==> config.mk <==
export PLATFORM = sky130hd
export DESIGN_NAME = gf2m_digit_feeder
export DESIGN_NICKNAME = d
export VERILOG_FILES = /design/src/rtl/gf2m_pkg.sv /design/src/rtl/gf2m_digit_shreg.sv /design/src/rtl/gf2m_digit_feeder.sv
export SDC_FILE = /design/constraint.sdc
export NUM_CORES = 1
export LEC_CHECK = 0
export ABC_CLOCK_PERIOD_IN_PS = 5300
export CAP_MARGIN = 25
export CELL_PAD_IN_SITES_DETAIL_PLACEMENT = 0
export CELL_PAD_IN_SITES_GLOBAL_PLACEMENT = 2
export CORE_AREA = 10 10 441 443
export CTS_CLUSTER_SIZE = 20
export DETAILED_ROUTE_END_ITERATION = 16
export DIE_AREA = 0 0 451 453
export PLACE_DENSITY = 0.51
export SYNTH_ARGS = -nofsm -noshare
export SYNTH_HDL_FRONTEND = slang
export SYNTH_SLANG_ARGS = --single-unit
export TNS_END_PERCENT = 10
==> constraint.sdc <==
create_clock -name clk -period 5.3 [get_ports clk]
set_input_delay 0.795 -clock clk [delete_from_list [all_inputs] [get_ports clk]]
set_output_delay 0.795 -clock clk [all_outputs]
set_load 0.005 [all_outputs]
==> src/rtl/gf2m_pkg.sv <==
// Shared defaults, digit-count derivation and feeder state encoding for the GF(2^m)
// digit-serial multiplier front end.
package gf2m_pkg;

    localparam int unsigned DIGITAL_DEF    = 4;
    localparam int unsigned DATA_WIDTH_DEF = 163;

    // One extra digit so the MSB digit always carries at least one pad bit.
    function automatic int unsigned ndig(input int unsigned data_width,
                                         input int unsigned digital);
        return data_width / digital + 1;
    endfunction

    typedef enum logic [2:0] {
        StIdle,
        StStart,
        StFeed,
        StWait,
        StOut
    } feeder_state_e;

endpackage

==> src/rtl/gf2m_digit_shreg.sv <==
// Loadable left-shift register presenting its most significant DIGITAL bits as the
// current digit; each shift moves the next digit into the top position.
module gf2m_digit_shreg #(
    parameter int unsigned DIGITAL = 4,
    parameter int unsigned WIDTH   = 164
) (
    input  logic               clk,
    input  logic               rst,
    input  logic               load,
    input  logic               shift,
    input  logic [WIDTH-1:0]   din,
    output logic [DIGITAL-1:0] digit
);

    logic [WIDTH-1:0] sr_q, sr_d;

    always_comb begin
        sr_d = sr_q;
        if (load) begin
            sr_d = din;
        end else if (shift) begin
            sr_d = sr_q << DIGITAL;
        end
    end

    always_ff @(posedge clk or negedge rst) begin
        if (!rst) begin
            sr_q <= '0;
        end else begin
            sr_q <= sr_d;
        end
    end

    assign digit = sr_q[WIDTH-1 -: DIGITAL];

endmodule

==> src/rtl/gf2m_digit_feeder.sv <==
// Host-side sequencer for the digit-serial GF(2^m) multiplier: latches an operand triple,
// pulses start, streams B MSB digit first and returns the product on a valid/ready port.
// Define GF_FEEDER_TIMEOUT_EN to add the WAIT watchdog and the sticky err output.
module gf2m_digit_feeder
    import gf2m_pkg::*;
#(
    parameter int unsigned DIGITAL    = DIGITAL_DEF,
    parameter int unsigned DATA_WIDTH = DATA_WIDTH_DEF
`ifdef GF_FEEDER_TIMEOUT_EN
    ,
    parameter int unsigned TIMEOUT    = 64
`endif
) (
    input  logic                  clk,
    input  logic                  rst,
    input  logic                  in_valid,
    output logic                  in_ready,
    input  logic [DATA_WIDTH-1:0] in_a,
    input  logic [DATA_WIDTH-1:0] in_b,
    input  logic [DATA_WIDTH-1:0] in_g,
    output logic                  res_valid,
    input  logic                  res_ready,
    output logic [DATA_WIDTH-1:0] res_data,
    output logic                  mul_start,
    output logic [DATA_WIDTH-1:0] mul_a,
    output logic [DATA_WIDTH-1:0] mul_g,
    output logic [DIGITAL-1:0]    mul_b,
    input  logic                  mul_done,
    input  logic [DATA_WIDTH-1:0] mul_t
`ifdef GF_FEEDER_TIMEOUT_EN
    ,
    output logic                  err
`endif
);

    localparam int unsigned NDIG = ndig(DATA_WIDTH, DIGITAL);
    localparam int unsigned BW   = NDIG * DIGITAL;
    localparam int unsigned CW   = (NDIG > 1) ? $clog2(NDIG) : 1;
    localparam logic [CW-1:0] LastDig = CW'(NDIG - 1);

    feeder_state_e         state_q, state_d;
    logic [CW-1:0]         cnt_q, cnt_d;
    logic                  in_ready_q, in_ready_d;
    logic                  res_valid_q, res_valid_d;
    logic [DATA_WIDTH-1:0] res_data_q, res_data_d;
    logic                  mul_start_q, mul_start_d;
    logic [DATA_WIDTH-1:0] mul_a_q, mul_a_d;
    logic [DATA_WIDTH-1:0] mul_g_q, mul_g_d;
    logic [DIGITAL-1:0]    mul_b_q, mul_b_d;

    logic                  sh_load, sh_shift;
    logic [DIGITAL-1:0]    sh_digit;
    logic [BW-1:0]         b_pad;

`ifdef GF_FEEDER_TIMEOUT_EN
    localparam int unsigned WCW = $clog2(TIMEOUT + 1);
    localparam logic [WCW-1:0] LastWait = WCW'(TIMEOUT - 1);
    logic [WCW-1:0] wcnt_q, wcnt_d;
    logic           err_q, err_d;
`endif

    assign b_pad = BW'(in_b);

    gf2m_digit_shreg #(
        .DIGITAL (DIGITAL),
        .WIDTH   (BW)
    ) u_shreg (
        .clk   (clk),
        .rst   (rst),
        .load  (sh_load),
        .shift (sh_shift),
        .din   (b_pad),
        .digit (sh_digit)
    );

    always_comb begin
        state_d     = state_q;
        cnt_d       = cnt_q;
        in_ready_d  = in_ready_q;
        res_valid_d = res_valid_q;
        res_data_d  = res_data_q;
        mul_a_d     = mul_a_q;
        mul_g_d     = mul_g_q;
        mul_start_d = 1'b0;
        mul_b_d     = '0;
        sh_load     = 1'b0;
        sh_shift    = 1'b0;
`ifdef GF_FEEDER_TIMEOUT_EN
        wcnt_d      = wcnt_q;
        err_d       = err_q;
`endif
        unique case (state_q)
            StIdle: begin
                if (in_valid && in_ready_q) begin
                    mul_a_d     = in_a;
                    mul_g_d     = in_g;
                    sh_load     = 1'b1;
                    mul_start_d = 1'b1;
                    in_ready_d  = 1'b0;
                    state_d     = StStart;
                end
            end
            // mul_b is registered, so the digit for FEED cycle k is staged one cycle early.
            StStart: begin
                mul_b_d  = sh_digit;
                sh_shift = 1'b1;
                cnt_d    = '0;
                state_d  = StFeed;
            end
            StFeed: begin
                cnt_d = cnt_q + 1'b1;
                if (cnt_q == LastDig) begin
                    state_d = StWait;
`ifdef GF_FEEDER_TIMEOUT_EN
                    wcnt_d  = '0;
`endif
                end else begin
                    mul_b_d  = sh_digit;
                    sh_shift = 1'b1;
                end
            end
            StWait: begin
                if (mul_done) begin
                    res_data_d  = mul_t;
                    res_valid_d = 1'b1;
                    state_d     = StOut;
`ifdef GF_FEEDER_TIMEOUT_EN
                end else if (wcnt_q == LastWait) begin
                    err_d       = 1'b1;
                    res_data_d  = '0;
                    res_valid_d = 1'b1;
                    state_d     = StOut;
                end else begin
                    wcnt_d = wcnt_q + 1'b1;
`endif
                end
            end
            StOut: begin
                if (res_ready) begin
                    res_valid_d = 1'b0;
                    in_ready_d  = 1'b1;
                    state_d     = StIdle;
                end
            end
            default: begin
                state_d = StIdle;
            end
        endcase
    end

    always_ff @(posedge clk or negedge rst) begin
        if (!rst) begin
            state_q     <= StIdle;
            cnt_q       <= '0;
            in_ready_q  <= 1'b1;
            res_valid_q <= 1'b0;
            res_data_q  <= '0;
            mul_start_q <= 1'b0;
            mul_a_q     <= '0;
            mul_g_q     <= '0;
            mul_b_q     <= '0;
`ifdef GF_FEEDER_TIMEOUT_EN
            wcnt_q      <= '0;
            err_q       <= 1'b0;
`endif
        end else begin
            state_q     <= state_d;
            cnt_q       <= cnt_d;
            in_ready_q  <= in_ready_d;
            res_valid_q <= res_valid_d;
            res_data_q  <= res_data_d;
            mul_start_q <= mul_start_d;
            mul_a_q     <= mul_a_d;
            mul_g_q     <= mul_g_d;
            mul_b_q     <= mul_b_d;
`ifdef GF_FEEDER_TIMEOUT_EN
            wcnt_q      <= wcnt_d;
            err_q       <= err_d;
`endif
        end
    end

    assign in_ready  = in_ready_q;
    assign res_valid = res_valid_q;
    assign res_data  = res_data_q;
    assign mul_start = mul_start_q;
    assign mul_a     = mul_a_q;
    assign mul_g     = mul_g_q;
    assign mul_b     = mul_b_q;
`ifdef GF_FEEDER_TIMEOUT_EN
    assign err       = err_q;
`endif

endmodule

# == Word level (Yosys, flattened, before mapping) ==
# Index checks and enable logic that the tools add are counted.
# totals
ff_bits,669
input_bits,657
out_inout_bits,496
# classes
n_addsub,1
n_eq_ne,9
muxes,20
reduce_logical,11
# ops
operator,count
164-bit two-way mux,2
3-bit one-hot mux with 5 select lines,1
3-bit two-way mux,4
6-bit one-hot mux with 2 select lines,1
"2-bit != test, second input constant",4
4-bit one-hot mux with 2 select lines,1
2-bit nonzero test,4
1-bit two-way mux,7
"6-bit by 1-bit adder with 6-bit output, second input constant",1
"3-bit by 2-bit equality test with 1-bit output, second input constant",2
"6-bit equality test, second input constant",1
1-bit one-hot mux with 2 select lines,3
3-bit AND reduction,2
4-bit two-way mux,1
2-bit AND reduction,2
4-bit AND reduction,1
"3-bit by 1-bit equality test with 1-bit output, second input constant",1
"3-bit equality test, second input constant",1
3-bit logical NOT,1
1-bit logical AND,1

# == Logic depth before layout (Yosys ltp) ==
# Gate-level depths: netlist (run 1).
# depth
word_depth,5
mapped_depth,10

# == Cells and area by module ==
# A second synthesis (run 1) with hierarchy kept.
# unflattened
hier_cells,1832
area_unflattened_um2,26773.2
# by_module_without_submodules
module,n_inst,cells_each,area_per_inst_um2,seq_area_each_um2
gf2m_digit_feeder,1,1118,19242.2,12638.4
gf2m_digit_shreg,1,714,7531.0,4103.9

# == Least setup slack after synthesis (run 1) ==
# Ideal clock, no wire load.
# synth_path
kind,input to register
from,input port in_valid
to,register u_shreg.sr_q[100]
arrival_time_ns,2.063
required_time_ns,5.173
setup_slack_ns,3.110
path_stages,7
n_path_buf,2
cell_sequence,and3b_1 > nand2_1 > inv_2 > buf_2 > buf_2 > mux2_2 > mux2_1
# synth_via
elab_chain_cells,4
# synth_rtl
item,line_no,source
"start, declared",gf2m_digit_feeder.sv:16,"input logic in_valid,"
1-bit logical AND *,gf2m_digit_feeder.sv:94,if (in_valid && in_ready_q) begin
1-bit two-way mux *,gf2m_digit_feeder.sv:94,
1-bit two-way mux *,gf2m_digit_feeder.sv:92,unique case (state_q)
164-bit two-way mux / 2-bit nonzero test (equally long branches),-,
"end signal, assigned",gf2m_digit_shreg.sv:30,sr_q <= sr_d;
"end, declared",gf2m_digit_shreg.sv:15,"logic [WIDTH-1:0] sr_q, sr_d;"
# Every way passes the cells marked *; elsewhere a longest branch is shown, timed or not.
# A chain may end at the register's enable or synchronous reset.

# == Final worst setup path (run 1) ==
# layout_path
from,register state_q[0]
to,register u_shreg.sr_q[151]
# layout_via
elab_chain_cells,3
# layout_rtl
item,line_no,source
"start, declared",gf2m_digit_feeder.sv:41,"feeder_state_e state_q, state_d;"
"start signal, assigned",gf2m_digit_feeder.sv:153,state_q <= StIdle;
"start signal, assigned",gf2m_digit_feeder.sv:167,state_q <= state_d;
3-bit by 2-bit equality test with 1-bit output (tied with other cells),gf2m_digit_feeder.sv:92,
1-bit one-hot mux with 2 select lines / 1-bit two-way mux (equally long branches),gf2m_digit_feeder.sv:92,
2-bit nonzero test (no line) / 164-bit two-way mux (equally long branches),-,
# Several ways; a longest one is shown, not always the timed one.

==> results of run 1 <==
[final timing paths]
| path | from | end | slack [ns] | cells after the start |
|---|---|---|---|---|
| worst max-delay path | state_q[0] | u_shreg.sr_q[151] | 2.25 | 6 |
| worst max register to register | state_q[0] | u_shreg.sr_q[151] | 2.25 | 6 |
| worst min register to register | mul_g[161] | mul_g[161] | 0.47 | 2 |
| max in group asynchronous | rst | res_data[2] | 3.86 | 2 |
| worst min-delay path | rst | u_shreg.sr_q[146] | 0.17 | 1 |
| min in group clk | mul_g[161] | mul_g[161] | 0.47 | 2 |
[routing by layer]
layer	track usage, %	wire [µm]
met1	15.94	58100
met4	2.824	2449
met5	0	284
met3	5.682	11830
met2	23.05	71690
[placed cells by master, fill, tap and decap left out, drive strengths merged]
master / count
dfrtp: 668
o32ai: 1
a21o: 1
nor2: 16
nand2: 995
a311oi: 1
mux2i: 14
clkinvlp: 3
and3: 1
diode: 15
clkdlybuf4s50: 1151
nand3b: 1
clkinv: 9
clkbuf: 142
a21oi: 19
buf: 36
mux2: 459
a211oi: 2
nand3: 2
nor4: 1
nor3b: 1
a22oi: 1
o21ai: 15
nor4b: 1
inv: 8
bufinv: 3
a41oi: 1
and2: 5
and3b: 3
dfstp: 1
nor3: 1
nand4: 1
ha: 2
[report_power, final]
| part | leakage (nW) | total [mW] | internal [mW] | switching (mW) |
|---|---|---|---|---|
| registers | 9.06 | 6.12 | 5.69 | 0.429 |
| logic | 10.1 | 3.75 | 2.11 | 1.63 |
| clock network | 1.44 | 6.17 | 3.66 | 2.52 |
[final cells by class]
class | instances | area (µm²)
Fill cell | 19898 | 140700
Clock buffer | 142 | 2720
Antenna cell | 15 | 37.54
Inverter | 5 | 26.28
Sequential cell | 669 | 16740
Multi-Input combinational cell | 1544 | 9527
Tap cell | 2480 | 3103
Clock inverter | 18 | 217.7
Timing Repair Buffer | 1187 | 11990
[state kept, by name (all words and copies together), names as in the netlist]
| name | count |
|---|---|
| u_shreg.sr_q | 164 |
| mul_a | 163 |
| mul_g | 163 |
| res_data | 163 |
| cnt_q | 6 |
| mul_b | 4 |
| state_q | 3 |
| in_ready | 1 |
| mul_start | 1 |
| res_valid | 1 |
[Yosys cell counts]
cell	instances
nand2_1	995
dfrtp_1	668
mux2_2	349
mux2_1	110
buf_2	70
clkbuf_1	42
a21oi_1	19
nor2_1	16
mux2i_1	14
o21ai_0	14
buf_6	13
and2_1	5
buf_4	5
inv_1	4
and3b_1	3
buf_1	3
a211oi_1	2
ha_1	2
nand3_1	2
a21o_1	1
a22oi_1	1
a311oi_2	1
a41oi_1	1
and3_1	1
dfstp_2	1
inv_2	1
nand3b_1	1
nand4_1	1
nor3_1	1
nor3b_1	1
nor4_1	1
nor4b_1	1
o21ai_1	1
o32ai_4	1
[cell families after synthesis]
family | count (synthesis) | share of synthesized area [%]
flops | 669 | 62.10
buf+inv | 138 | 2.678
fa+ha+maj | 2 | 0.09281
simple gates | 1028 | 14.50
compound gates | 41 | 0.9328
mux | 473 | 19.69
[through the flow]
stage	total power, mW	cell area, µm²
4_1_cts	16.47	44320
5_1_grt	16.89	44340
3_5_place_dp	10.05	41380
6_report	16.04	44360
3_3_place_gp	10.04	41360
2_1_floorplan	7.727	26960
==> tab_implementation.tex, run 1 <==
\begin{tabular}{lr}
\hline
Metric & Value \\
\hline
\multicolumn{2}{l}{\textbf{Synthesis}} \\
Synth unique cells & 34 \\
Synthesized area divided by synthesized cell count & between 10 and 15 µm² \\
Number of instances in the synthesized netlist & around 2400 \\
Area leader, netlist & dfrtp\_1 \\
Share of the yosys chip area belonging to registers & roughly 62\% \\
Yosys reg bits & $\sim$670 \\
Area share of the leading cell type in the synthesized netlist & between 60 and 70\% \\
Synthesis Warnings & 0 \\
Leading post-synthesis cells by cell area & dfrtp\_1 62\%, mux2\_2 15\%, nand2\_1 14\% \\
Synthesized area & 0.02696 mm² \\
Number of nets in the synthesized netlist & approximately 3000 \\
\multicolumn{2}{l}{\textbf{Worst setup path}} \\
Most repeated library cell on the critical path & mux2\_2 \\
Max FO, Critical Path & 69 \\
Critical path data required time & around 6 ns \\
Category of cells accounting for the largest share of critical-path delay & buffers and inverters \\
Crit Path Class & flop to flop \\
Startpoint types & flop \\
WP buf/inv & 2 \\
Endpoint kind of the worst setup timing path & flop \\
Slowest stage delay, CP & between 0.6 and 0.7 ns \\
List of cells traversed by the critical path & nor2\_1, nand2\_4, inv\_8, buf\_4, mux2\_2, mux2\_2 \\
Cell with the biggest individual delay on the critical path & dfrtp\_1 \\
Data arrival at the endpoint of the critical path & about 3.6 ns \\
\multicolumn{2}{l}{\textbf{Routing}} \\
Total vias in the final route & between 20000 and 25000 \\
Drt total wl & between 100 and 150 mm \\
Final antenna-violating net count & 0 \\
Vias per cell & roughly 3.5 \\
Average routed wire per standard cell & about 24 µm \\
Initial DRC count & $\sim$900 \\
Number of optimization iterations in the first detailed-route pass & 5 \\
Number of design rule violations left after detail routing & 0 \\
\multicolumn{2}{l}{\textbf{Clock tree}} \\
CTS max path bufs & 3 \\
Clock latency on the worst-skew pair & slightly above 0.7 ns \\
CTS tree & done \\
Clock-pin slew on the worst setup and hold paths & roughly 0.06 ns \\
Cts-stage hold buffer count & 0 \\
Sinks on the clock net & about 670 \\
Number of clock buffers inserted by TritonCTS & slightly above 90 \\
Post-CTS resize count & 0 \\
CTS HTree Levels & 3 \\
Post-CTS repair timing setup buffer count & 0 \\
Buffer cell driving the clock tree root & clkbuf\_16 \\
\multicolumn{2}{l}{\textbf{Floorplan}} \\
Standard cell core area & between 0.15 and 0.2 mm² \\
Die width & around 450 µm \\
Height of the die & 453 µm \\
Starting density of the core & 14.57\% \\
Die outline area & between 0.2 and 0.25 mm² \\
Top-level port count & $\sim$1200 \\
Row Count & between 150 and 200 \\
\multicolumn{2}{l}{\textbf{Final layout}} \\
Synth-to-Final Area Change & 64.54\% \\
Layout net count & roughly 4200 \\
Final Core Density & a little under a quarter \\
Layout cells sized above 1 & 14.70\% \\
Final standard cell count with taps included and fillers excluded & a little over 6000 \\
\multicolumn{2}{l}{\textbf{Pwr}} \\
Power density over the cells & about 360 mW/mm² \\
Total leakage power & slightly above 20 nW \\
Largest vdd supply drop & about 0.30 mV \\
\multicolumn{2}{l}{\textbf{Placement}} \\
Buffers on Ports & around 1200 \\
DPL Wire Length & between 100 and 150 mm \\
Number of placed cells counting well taps & a little under 6000 \\
Global placement routability congestion & 0.8179 \\
Worst slack at placement & between 1.5 and 2 ns \\
\multicolumn{2}{l}{\textbf{Timing}} \\
Fraction of the cycle the final worst path needs & between 50\% and 60\% \\
Setup Total Neg Slack & 0 ns \\
Worst clock skew on the final layout & roughly 0.028 ns \\
Time the worst path needs with I/O delays and setup & 3.047 ns \\
Slew at the pin closest to its max-slew limit & a little over 0.9 ns \\
Number of max-slew violations in the final report & 0 \\
Final setup violation count & 0 \\
Final Hold Slack & 0.1678 ns \\
Worst setup slack after layout & 2.253 ns \\
Slew HR & 38.38\% \\
Max frequency & about 0.33 GHz \\
Setup repair after global routing missed its margin & no \\
Final hold violations & 0 \\
\multicolumn{2}{l}{\textbf{Global routing}} \\
Largest net degree at the start of global routing & $\sim$130 \\
GR Util All Layers & between 10\% and 20\% \\
Global-route wire length before repair & slightly below 200 mm \\
Remaining global-route overflow & 0 \\
Via count of the first global-routing pass & approximately 22000 \\
Number of antenna violations at the first check in global routing & 52 \\
\multicolumn{2}{l}{\textbf{Status}} \\
Run status & completed \\
\multicolumn{2}{l}{\textbf{Hold path}} \\
Type of the worst min-delay path & input port to asynchronous set/reset pin \\
\multicolumn{2}{l}{\textbf{Flow run}} \\
Number of maximum-capacitance constraint violations & 0 \\
\hline
\end{tabular}
Power figures use the tool's default switching activity.
==> inputs of run 2 (changes only) <==
ABC_CLOCK_PERIOD_IN_PS = 3100   (was 5300)
CORE_AREA = 10 10 444 446   (was 10 10 441 443)
DIE_AREA = 0 0 454 456   (was 0 0 451 453)
clock period = 3.1 ns   (was 5.3 ns; I/O delays follow)
==> tab_implementation.tex, run 2 (synthesis gave the netlist of run 1 again) <==
\begin{tabular}{lr}
\hline
Metric & Value \\
\hline
\multicolumn{2}{l}{\textbf{Worst setup path}} \\
Critical path data required time & 3.67 ns (-2.22 ns) \\
Max FO, Critical Path & 37 (-46\%) \\
Startpoint of the lowest-slack register-to-register path & in\_ready \\
Number of cells on the worst reg-to-reg path & 6 (unchanged) \\
Startpoint types & flop \\
Endpoint kind of the worst setup timing path & flop \\
Origin of the worst setup path & in\_ready \\
Crit Path Class & flop to flop \\
Data arrival at the endpoint of the critical path & 2.96 ns (-0.67 ns) \\
Reg-to-reg endpoint & u\_shreg.sr\_q[92] \\
Reg2Reg Setup Slack & 0.71 ns (-1.54 ns) \\
\multicolumn{2}{l}{\textbf{Pwr}} \\
Clock network fraction of design power & 37.6\% (-0.9 points) \\
Total net switching power & 7.766 mW (+70\%) \\
Power density over the cells & 610.4 mW/mm² (+69\%) \\
Part of the power in combinational logic & 24.5\% (+1.1 points) \\
Power consumption & 27.32 mW (+70\%) \\
Total leakage power & 20.79 nW (+0.99\%) \\
Sequential fraction of design power & 37.9\% (-0.3 points) \\
Largest vdd supply drop & 0.4085 mV (+37\%) \\
Cell internal power dissipation & 19.55 mW (+71\%) \\
Switching power as a share of total power & 28.43\% (-0.11 points) \\
\multicolumn{2}{l}{\textbf{Routing}} \\
Drt total wl & 143.1 mm (-0.86\%) \\
Average routed wire per standard cell & 23.41 µm (-1.7\%) \\
Number of optimization iterations in the first detailed-route pass & 4 (-1) \\
Initial DRC count & 966 (+8.1\%) \\
Number of design rule violations left after detail routing & 0 (unchanged) \\
Final antenna-violating net count & 0 (unchanged) \\
Total vias in the final route & 21293 (-0.014\%) \\
Vias per cell & 3.483 (-0.88\%) \\
\multicolumn{2}{l}{\textbf{Clock tree}} \\
CTS max path bufs & 3 (unchanged) \\
Clock latency on the worst-skew pair & 0.70 ns (about the same) \\
Sinks on the clock net & 669 (unchanged) \\
Buffer cell driving the clock tree root & clkbuf\_16 \\
CTS tree & done \\
Number of clock buffers inserted by TritonCTS & 90 (-1.1\%) \\
CTS HTree Levels & 3 (unchanged) \\
Clock-pin slew on the worst setup and hold paths & 0.06 ns (about the same) \\
Post-CTS resize count & 0 (unchanged) \\
\multicolumn{2}{l}{\textbf{Global routing}} \\
Via count of the first global-routing pass & 22590 (+0.48\%) \\
Global-route wire length before repair & 195.9 mm (about the same) \\
Number of antenna violations at the first check in global routing & 59 (+13\%) \\
Largest net degree at the start of global routing & 114 (-15\%) \\
Remaining global-route overflow & 0 (unchanged) \\
GR Util All Layers & 13.36\% (-0.21 points) \\
\multicolumn{2}{l}{\textbf{Floorplan}} \\
Height of the die & 456 µm (+0.66\%) \\
Standard cell core area & 0.1876 mm² (+1.4\%) \\
Die outline area & 0.2070 mm² (+1.3\%) \\
Row Count & 159 (+0.63\%) \\
Top-level port count & 1153 (unchanged) \\
Starting density of the core & 14.37\% (-0.20 points) \\
Die width & 454 µm (+0.67\%) \\
\multicolumn{2}{l}{\textbf{Final layout}} \\
Final standard cell count with taps included and fillers excluded & 6113 (+0.87\%) \\
Synth-to-Final Area Change & 66.01\% \\
Flip-flop count of the largest register after layout & 164 (unchanged) \\
Design area & 0.04476 mm² (+0.89\%) \\
Layout net count & 4187 (+0.72\%) \\
Commonest non-fill, non-tap cell in the layout & clkdlybuf4s50\_1 \\
Leading cell types in the layout, fill and taps excluded & 1151 x clkdlybuf4s50\_1, 994 x nand2\_1, 668 x dfrtp\_1 \\
Layout cells sized above 1 & 15.29\% (+0.59 points) \\
Reg with most FFs & u\_shreg.sr\_q \\
Final Core Density & 23.86\% (-0.12 points) \\
\multicolumn{2}{l}{\textbf{Timing}} \\
Time the worst path needs with I/O delays and setup & 2.390 ns (-0.6575 ns) \\
Slew HR & 47.05\% (+8.7 points) \\
Max frequency & 0.4184 GHz (+28\%) \\
Fraction of the cycle the final worst path needs & 77.09\% (+20 points) \\
Setup Total Neg Slack & 0 ns (unchanged) \\
Worst clock skew on the final layout & 0.02516 ns (-0.003274 ns) \\
Slew at the pin closest to its max-slew limit & 0.7942 ns (-0.1300 ns) \\
Final hold violations & 0 (unchanged) \\
Worst setup slack after layout & 0.7102 ns (-1.543 ns) \\
Final setup violation count & 0 (unchanged) \\
Number of max-slew violations in the final report & 0 (unchanged) \\
Setup repair after global routing missed its margin & no \\
Final Hold Slack & 0.2852 ns (+0.1173 ns) \\
\multicolumn{2}{l}{\textbf{Placement}} \\
Number of placed cells counting well taps & 5930 (+0.76\%) \\
Buffers on Ports & 1152 (unchanged) \\
Worst slack at placement & 0.2842 ns (-1.295 ns) \\
Global placement routability congestion & 0.8333 (+1.9\%) \\
DPL Wire Length & 112.7 mm (-0.22\%) \\
Dpl cell area & 0.04184 mm² (+1.1\%) \\
\multicolumn{2}{l}{\textbf{Hold path}} \\
Startpoint of the lowest-slack hold path & in\_g[94] \\
Hold Path Sink & mul\_g[94] \\
Type of the worst min-delay path & input port to flop \\
Hold depth & 3 \\
\multicolumn{2}{l}{\textbf{Flow run}} \\
Number of maximum-capacitance constraint violations & 0 (unchanged) \\
\multicolumn{2}{l}{\textbf{Status}} \\
Run status & completed \\
\hline
\end{tabular}
run 2: changes by cell type in the layout (fill, tap and decap cells not counted), moves of 3 or more:
cell / previous run / this run
clkbuf_1: 27 / 32
clkinvlp_4: 3 / 0
clkinv_2: 8 / 11
diode_2: 15 / 21
clkbuf_8: 23 / 20
buf_12: 15 / 32
buf_4: 20 / 33
run 2: worst max path at each step:
stage / to / slack (ns)
floorplan: u_shreg.sr_q[100] / 1.16
global placement: u_shreg.sr_q[104] / 0.32
detailed placement: u_shreg.sr_q[92] / 0.28
CTS: res_valid / 0.40
global route: res_valid / 0.48
finish: u_shreg.sr_q[92] / 0.71
run 2: final cells by class:
class / instances / area, µm²
clock buffers: 142 / 2648
fillers: 20086 / 142800
flip-flops and latches: 669 / 16740
multi-input cells: 1544 / 9527
well taps: 2495 / 3122
inverters: 5 / 26.28
clock inverters: 19 / 203.9
repair buffers: 1218 / 12430
diodes: 21 / 52.55
run 2: per-layer routing:
layer / track usage [%] / part of all wire (%)
met2: 23.51 / 52
met5: 0 / 0.23
met1: 14.43 / 37
met4: 4.356 / 2.8
met3: 5.442 / 8.1
run 2: worst max-delay path: stages (launching register included):
cell	delay (ns)
dfstp_2	0.58
and3b_1	0.24
nand2_4	0.13
inv_8	0.32
buf_12	0.27
mux2_2	0.36
mux2_1	0.30
run 2: power groups by stage:
stage	combinational (mW)	clock, mW	sequential (mW)
floorplan	2.82	0	10.4
global placement	6.90	0	10.5
detailed placement	6.90	0	10.5
CTS	6.92	10.8	10.3
global route	7.18	11.1	10.5
finish	6.71	10.3	10.3
run 2: repair_timing:
action | 4_1_cts | 5_1_grt
endpoints found under the hold margin | 36 | 0
buffers inserted | 0 | 0
hold buffers | 1 | 0
==> patch 1 (config.mk and constraints of run 1) <==
Reset style: synchronous (`rst`), changed in 2 clocked blocks.
--- a/src/rtl/gf2m_digit_shreg.sv
+++ b/src/rtl/gf2m_digit_shreg.sv
@@ -24,5 +24,5 @@
     end
 
-    always_ff @(posedge clk or negedge rst) begin
+    always_ff @(posedge clk) begin
         if (!rst) begin
             sr_q <= '0;
--- a/src/rtl/gf2m_digit_feeder.sv
+++ b/src/rtl/gf2m_digit_feeder.sv
@@ -149,5 +149,5 @@
     end
 
-    always_ff @(posedge clk or negedge rst) begin
+    always_ff @(posedge clk) begin
         if (!rst) begin
             state_q     <= StIdle;
Behaviour: differs if rst is asserted again (counterexample within 4 cycles, from zero or initial values and one cycle with rst low); with rst held inactive, the same outputs for 4 cycles.
==> patch 1 against run 1 <==
  * Area after synthesis fell by 4.4%
  * Worst hold slack improved by 0.28 ns
  * Die area stayed put
  * Count of clock-buffer cells in the layout shrank 5
  * Via count rose by 14%
  * Wire length increased by 4.9%
  * Setup slack gained 0.071 ns
  * Sequential power fell by 8.8%
  * First-iteration DRC count increased by 14%
  * Clock skew down 0.0019 ns
  * Power shrank 12%
  * Cell area shrank 3.5%
  * Sequential cell count unchanged
  * Critical endpoint is now u_shreg.sr_q[89]
  * Highest routed layer unchanged
==> patch 1: results (changes against run 1) <==
| Metric | Value |
|---|---|
| Status | complete, no violations |
| DR vias | 24.3k (+14%) |
| Leakage power | 14.5 nW (-30%) |
| PortBufs | 1,152 (unchanged) |
| Combinational Power Share | 14.9% (-8.5 points) |
| Final TNS setup | 0 ns (unchanged) |
| Antenna violations before repair | 77 (+48%) |
| 1st-iter DRT viols | 1,020 (+14%) |
| DR pass1 iterations | 6 (+1) |
| Postcts setup bufs | 0 (unchanged) |
| Post-Layout Cell Count | 6,554 (+8.2%) |
| Fraction of layout cells with a size suffix above 1 | 4.71% (-10 points) |
| Register area share after synthesis | 51.9% (-10 points) |
| Crit-path max FO | 131 (+90%) |
| Global-route wire length before repair | 205 mm (+4.8%) |
| R2r worst-path depth | 5 (-1) |
| Mapped Cells | 2,941 (+25%) |
| Fin Clk Skew | 0.0266 ns (-0.00188 ns) |
| Drt wl/cell | 23.1 µm (-3.0%) |
| Seq group | 0.00558 W (-8.8%) |
| Async set or reset register ratio after synthesis | 0% (-100 points) |
| Peak supply drop | 199 µV (-33%) |
| Compound-cell area share of the yosys netlist | 21.1% (+20 points) |
| Post-Place Setup Slack | 1.85 ns (+0.268 ns) |
| CP peak stage delay | 0.74 ns (+0.12 ns) |
| Ys flop type | dfxtp_1 |
| Critical Path AT | 3.54 ns (-0.09 ns) |
| Reg-to-reg slack, setup | 2.32 ns (+0.07 ns) |
| Worst R2R End | u_shreg.sr_q[89] |
| Reg power frac | 39.5% (+1.3 points) |
| Total track usage | 14.0% (+0.46 points) |
| Post-synthesis mux area share | 6.37% (-13 points) |
| Worst Tran Pin Value | 1.25 ns (+0.325 ns) |
| Post-synthesis xor/xnor area fraction | 0% (unchanged) |
| YS warnings | 0 (unchanged) |
| Largest net degree at the start of global routing | 138 (+3.0%) |
| Synth Net Count | 3,600 (+20%) |
| Placed cell count | 6,370 (+8.2%) |
| Worst hold slack | 0.452 ns (+0.284 ns) |
| Post-Place Cell Area | 39,700 µm² (-4.2%) |
| Detail Placement HPWL | 115 mm (+2.2%) |
| Net switching power | 0.00376 W (-18%) |
| Post-cts resize count | 0 (unchanged) |
| Via count of the first global-routing pass | 24.6k (+9.6%) |
| Hold Crit Class | flop to flop |
| Crit Reg-Reg Startpoint | state_q[0] |
| Fin nets | 4,645 (+12%) |
| Crit-path leading delay family | flip-flops |
| Largest family of logic cells by synthesized area | compound AO/OA/AOI/OAI gates |
| Max FFs per register | 164 (unchanged) |
| Fraction of the mapped netlist area in adder cells | 0.0971% (+0.0042 points) |
| Synth unique cells | 33 (-2.9%) |
| Max stage delay cell, worst path | dfxtp_1 |
| # H-tree levels | 3 (unchanged) |
| Largest cells by area after synthesis | dfxtp_1 (52%), nand2_1 (14%), a21boi_0 (14%), mux2i_1 (6.4%), o21ai_0 (3.3%) |
| Num CTS Buffers | 94 (+3.3%) |
| RD Place Congestion | 0.837 (+2.3%) |
| Commonest cells post-synth | nand2_1 (982), dfxtp_1 (669), a21boi_0 (490) |
| Hold Crit Depth | 1 |
patch 1: worst max-delay path by stage:
stage | start | to | slack [ns] | cells after the start
2_1_floorplan | rst | u_shreg.sr_q[100] | 3.28 | 6
3_3_place_gp | in_valid | u_shreg.sr_q[99] | 1.91 | 6
3_5_place_dp | in_valid | u_shreg.sr_q[160] | 1.85 | 6
4_1_cts | state_q[0] | u_shreg.sr_q[160] | 2.26 | 5
5_1_grt | state_q[0] | u_shreg.sr_q[114] | 2.00 | 5
6_report | state_q[0] | u_shreg.sr_q[89] | 2.32 | 5
patch 1: metal layers:
layer	part of all wire, %	GRT usage, %	up-vias
li1	-	-	11900
met1	37	14.7	11300
met2	51	25.6	758
met3	8.9	6.36	256
met4	2.2	3.01	62
met5	0.26	0	-
patch 1: area by class of cell:
type	count	area [µm²]
fillers	20500	142000
flip-flops and latches	669	13400
repair buffers	1189	12000
multi-input cells	2029	11100
well taps	2480	3100
clock buffers	137	2790
clock inverters	27	305
diodes	20	50.0
inverters	3	11.3
==> patch 2 (settings of run 1) <==
Without the edit above. `DIGITAL_DEF`: 4 -> 2.
--- a/src/rtl/gf2m_pkg.sv
+++ b/src/rtl/gf2m_pkg.sv
@@ -3,5 +3,5 @@
 package gf2m_pkg;
 
-    localparam int unsigned DIGITAL_DEF    = 4;
+    localparam int unsigned DIGITAL_DEF    = 2;
     localparam int unsigned DATA_WIDTH_DEF = 163;
 
Ports: changed (resized mul_b); port bits go from 1153 to 1151. The function was not compared with the original's and may differ.
==> patch 2 against run 1 <==
  * Wire length rose by 1.7%
  * Non-clock buffer count decreased by 7
  * Cell area grew 0.64%
  * Synthesized cell count grew 0.47%
  * Area after synthesis is essentially flat
  * Setup slack worse by 0.19 ns
  * Global-route usage grew 0.20 points
  * Maximum frequency fell by 5.9%
  * Via count rose by 0.63%
  * Sequential cell count down 1
  * Largest cell class unchanged
Power is not compared: it rests on default switching activity, and its combinational part moved more than twofold at a synthesized area within 25%.
==> patch 2: results (changes against run 1) <==
| Metric | Value |
|---|---|
| Status | complete, no violations |
| Fin Clk Skew | 0.0395 ns (+0.0111 ns) |
| Postcts setup bufs | 0 (unchanged) |
| Drt wl/cell | 24.1 µm (+1.3%) |
| RD Place Congestion | 0.843 (+3.0%) |
| Total track usage | 13.8% (+0.20 points) |
| Hold Crit Class | input port to async pin |
| Sequential cells | 668 (-0.15%) |
| DR pass1 iterations | 5 (unchanged) |
| Bufs on Longest Clock Path | 3 (unchanged) |
| Data buffer area share | 26.7% (-0.30 points) |
| Top reg by flops | u_shreg.sr_q |
| Critical Path AT | 3.88 ns (+0.25 ns) |
| FILL cells | 19.8k (-0.34%) |
| Number of multi-input logic gates | 1,558 (+0.91%) |
| Worst slew margin | 33.2% (-5.2 points) |
| Antenna Diode Count | 23 (+8) |
| Detail Placement HPWL | 114 mm (+1.0%) |
| Num CTS Buffers | 94 (+3.3%) |
| Root Driver | clkbuf_16 |
| Largest net degree at the start of global routing | 149 (+11%) |
| R2r worst-path depth | 7 (+1) |
| Register area share after synthesis | 62.1% (about the same) |
| Fin nets | 4,165 (+0.19%) |
| # H-tree levels | 3 (unchanged) |
| Synth Net Count | 3,021 (+0.37%) |
| Clk cell area share | 7.20% (+0.58 points) |
| Reg-to-reg slack, setup | 2.06 ns (-0.19 ns) |
| Clock buffer count | 141 (-0.70%) |
| Multi-input gate area | 9600 µm² (+0.77%) |
| Worst R2R End | mul_a[147] |
| Commonest cells post-synth | nand2_1 (995), dfrtp_1 (667), mux2_2 (340) |
| Met3 routed WL | 10.6 mm (-10%) |
| Final Hold Violating Endpoints | 0 (unchanged) |
| Peak supply drop | 205 µV |
| Metal-1 WL | 53.0 mm (-8.7%) |
| Worst skew pair latency | 0.73 ns (+0.02 ns) |
| Signal inverters | 4 (-1) |
| 1st-iter DRT viols | 1,051 (+18%) |
| Post-cts resize count | 0 (unchanged) |
| Max stage delay cell, worst path | dfrtp_1 |
| Ys flop type | dfrtp_1 |
| Antenna violations before repair | 66 (+27%) |
| Met2 wire length | 77.6 mm (+8.3%) |
| Seq/total area | 37.4% (-0.30 points) |
| Fraction of layout cells with a size suffix above 1 | 14.8% (+0.074 points) |
| Total power | 0.0123 W |
| Top sig layer | met5 |
| PortBufs | 1,150 (-0.17%) |
| Global-route wire length before repair | 197 mm (+0.77%) |
| Non-clock buffers | 1,180 (-0.59%) |
| Synth unique cells | 35 (+2.9%) |
| DR vias | 21.4k (+0.63%) |
| Largest cells by area after synthesis | dfrtp_1 (62%), mux2_2 (14%), nand2_1 (14%), mux2_1 (5.0%), buf_2 (1.2%) |
| Crit Reg-Reg Startpoint | state_q[0] |
| Via count of the first global-routing pass | 22.5k (+0.13%) |
| Clock Pin Slew Worst Setup and Hold Paths | 0.06 ns (about the same) |
| Crit-path max FO | 107 (+55%) |
[patch 2: cell count changes after synthesis, moves of 7 or more]
cell	delta
mux2_1	+9
buf_2	-7
a21oi_1	+7
clkbuf_1	+8
buf_6	-12
buf_4	+11
mux2_2	-9
[patch 2: layer usage]
| metal | up-vias | track usage [%] |
|---|---|---|
| li1 | 10000 | - |
| met1 | 10500 | 14.5 |
| met2 | 611 | 24.8 |
| met3 | 245 | 5.18 |
| met4 | 62 | 5.07 |
| met5 | - | 0 |
[patch 2: kinds of logic after synthesis]
group / Yosys count / share of synthesized area (%)
fa+ha+maj: 2 / 0.0929
buf+inv: 136 / 2.44
simple gates: 1033 / 14.6
compound gates: 51 / 1.11
flops: 668 / 62.1
mux: 472 / 19.7
[patch 2: worst max-delay path by stage]
stage | start | to | slack, ns
5_1_grt | state_q[0] | mul_a[51] | 1.77
2_1_floorplan | in_valid | u_shreg.sr_q[30] | 3.02
6_report | state_q[0] | mul_a[147] | 2.06
4_1_cts | state_q[0] | mul_a[147] | 1.95
3_3_place_gp | in_valid | mul_a[155] | 1.47
3_5_place_dp | in_valid | mul_a[147] | 1.46
[patch 2: through the flow]
| step | cells | setup WS (ns) | hold slack [ns] | area (µm²) | utilization, % |
|---|---|---|---|---|---|
| 6_report | 6084 | 2.06 | 0.0817 | 44600 | 24.1 |
| 5_1_grt | 6076 | 1.77 | 0.0752 | 44600 | 24.1 |
| 4_1_cts | 6061 | 1.95 | 0.0670 | 44600 | 24.1 |
| 3_5_place_dp | 5890 | 1.46 | 0.459 | 41400 | 22.4 |
| 3_3_place_gp | 5890 | 1.47 | 0.456 | 41400 | 22.4 |
| 2_1_floorplan | 2362 | 3.02 | 0.448 | 26900 | - |
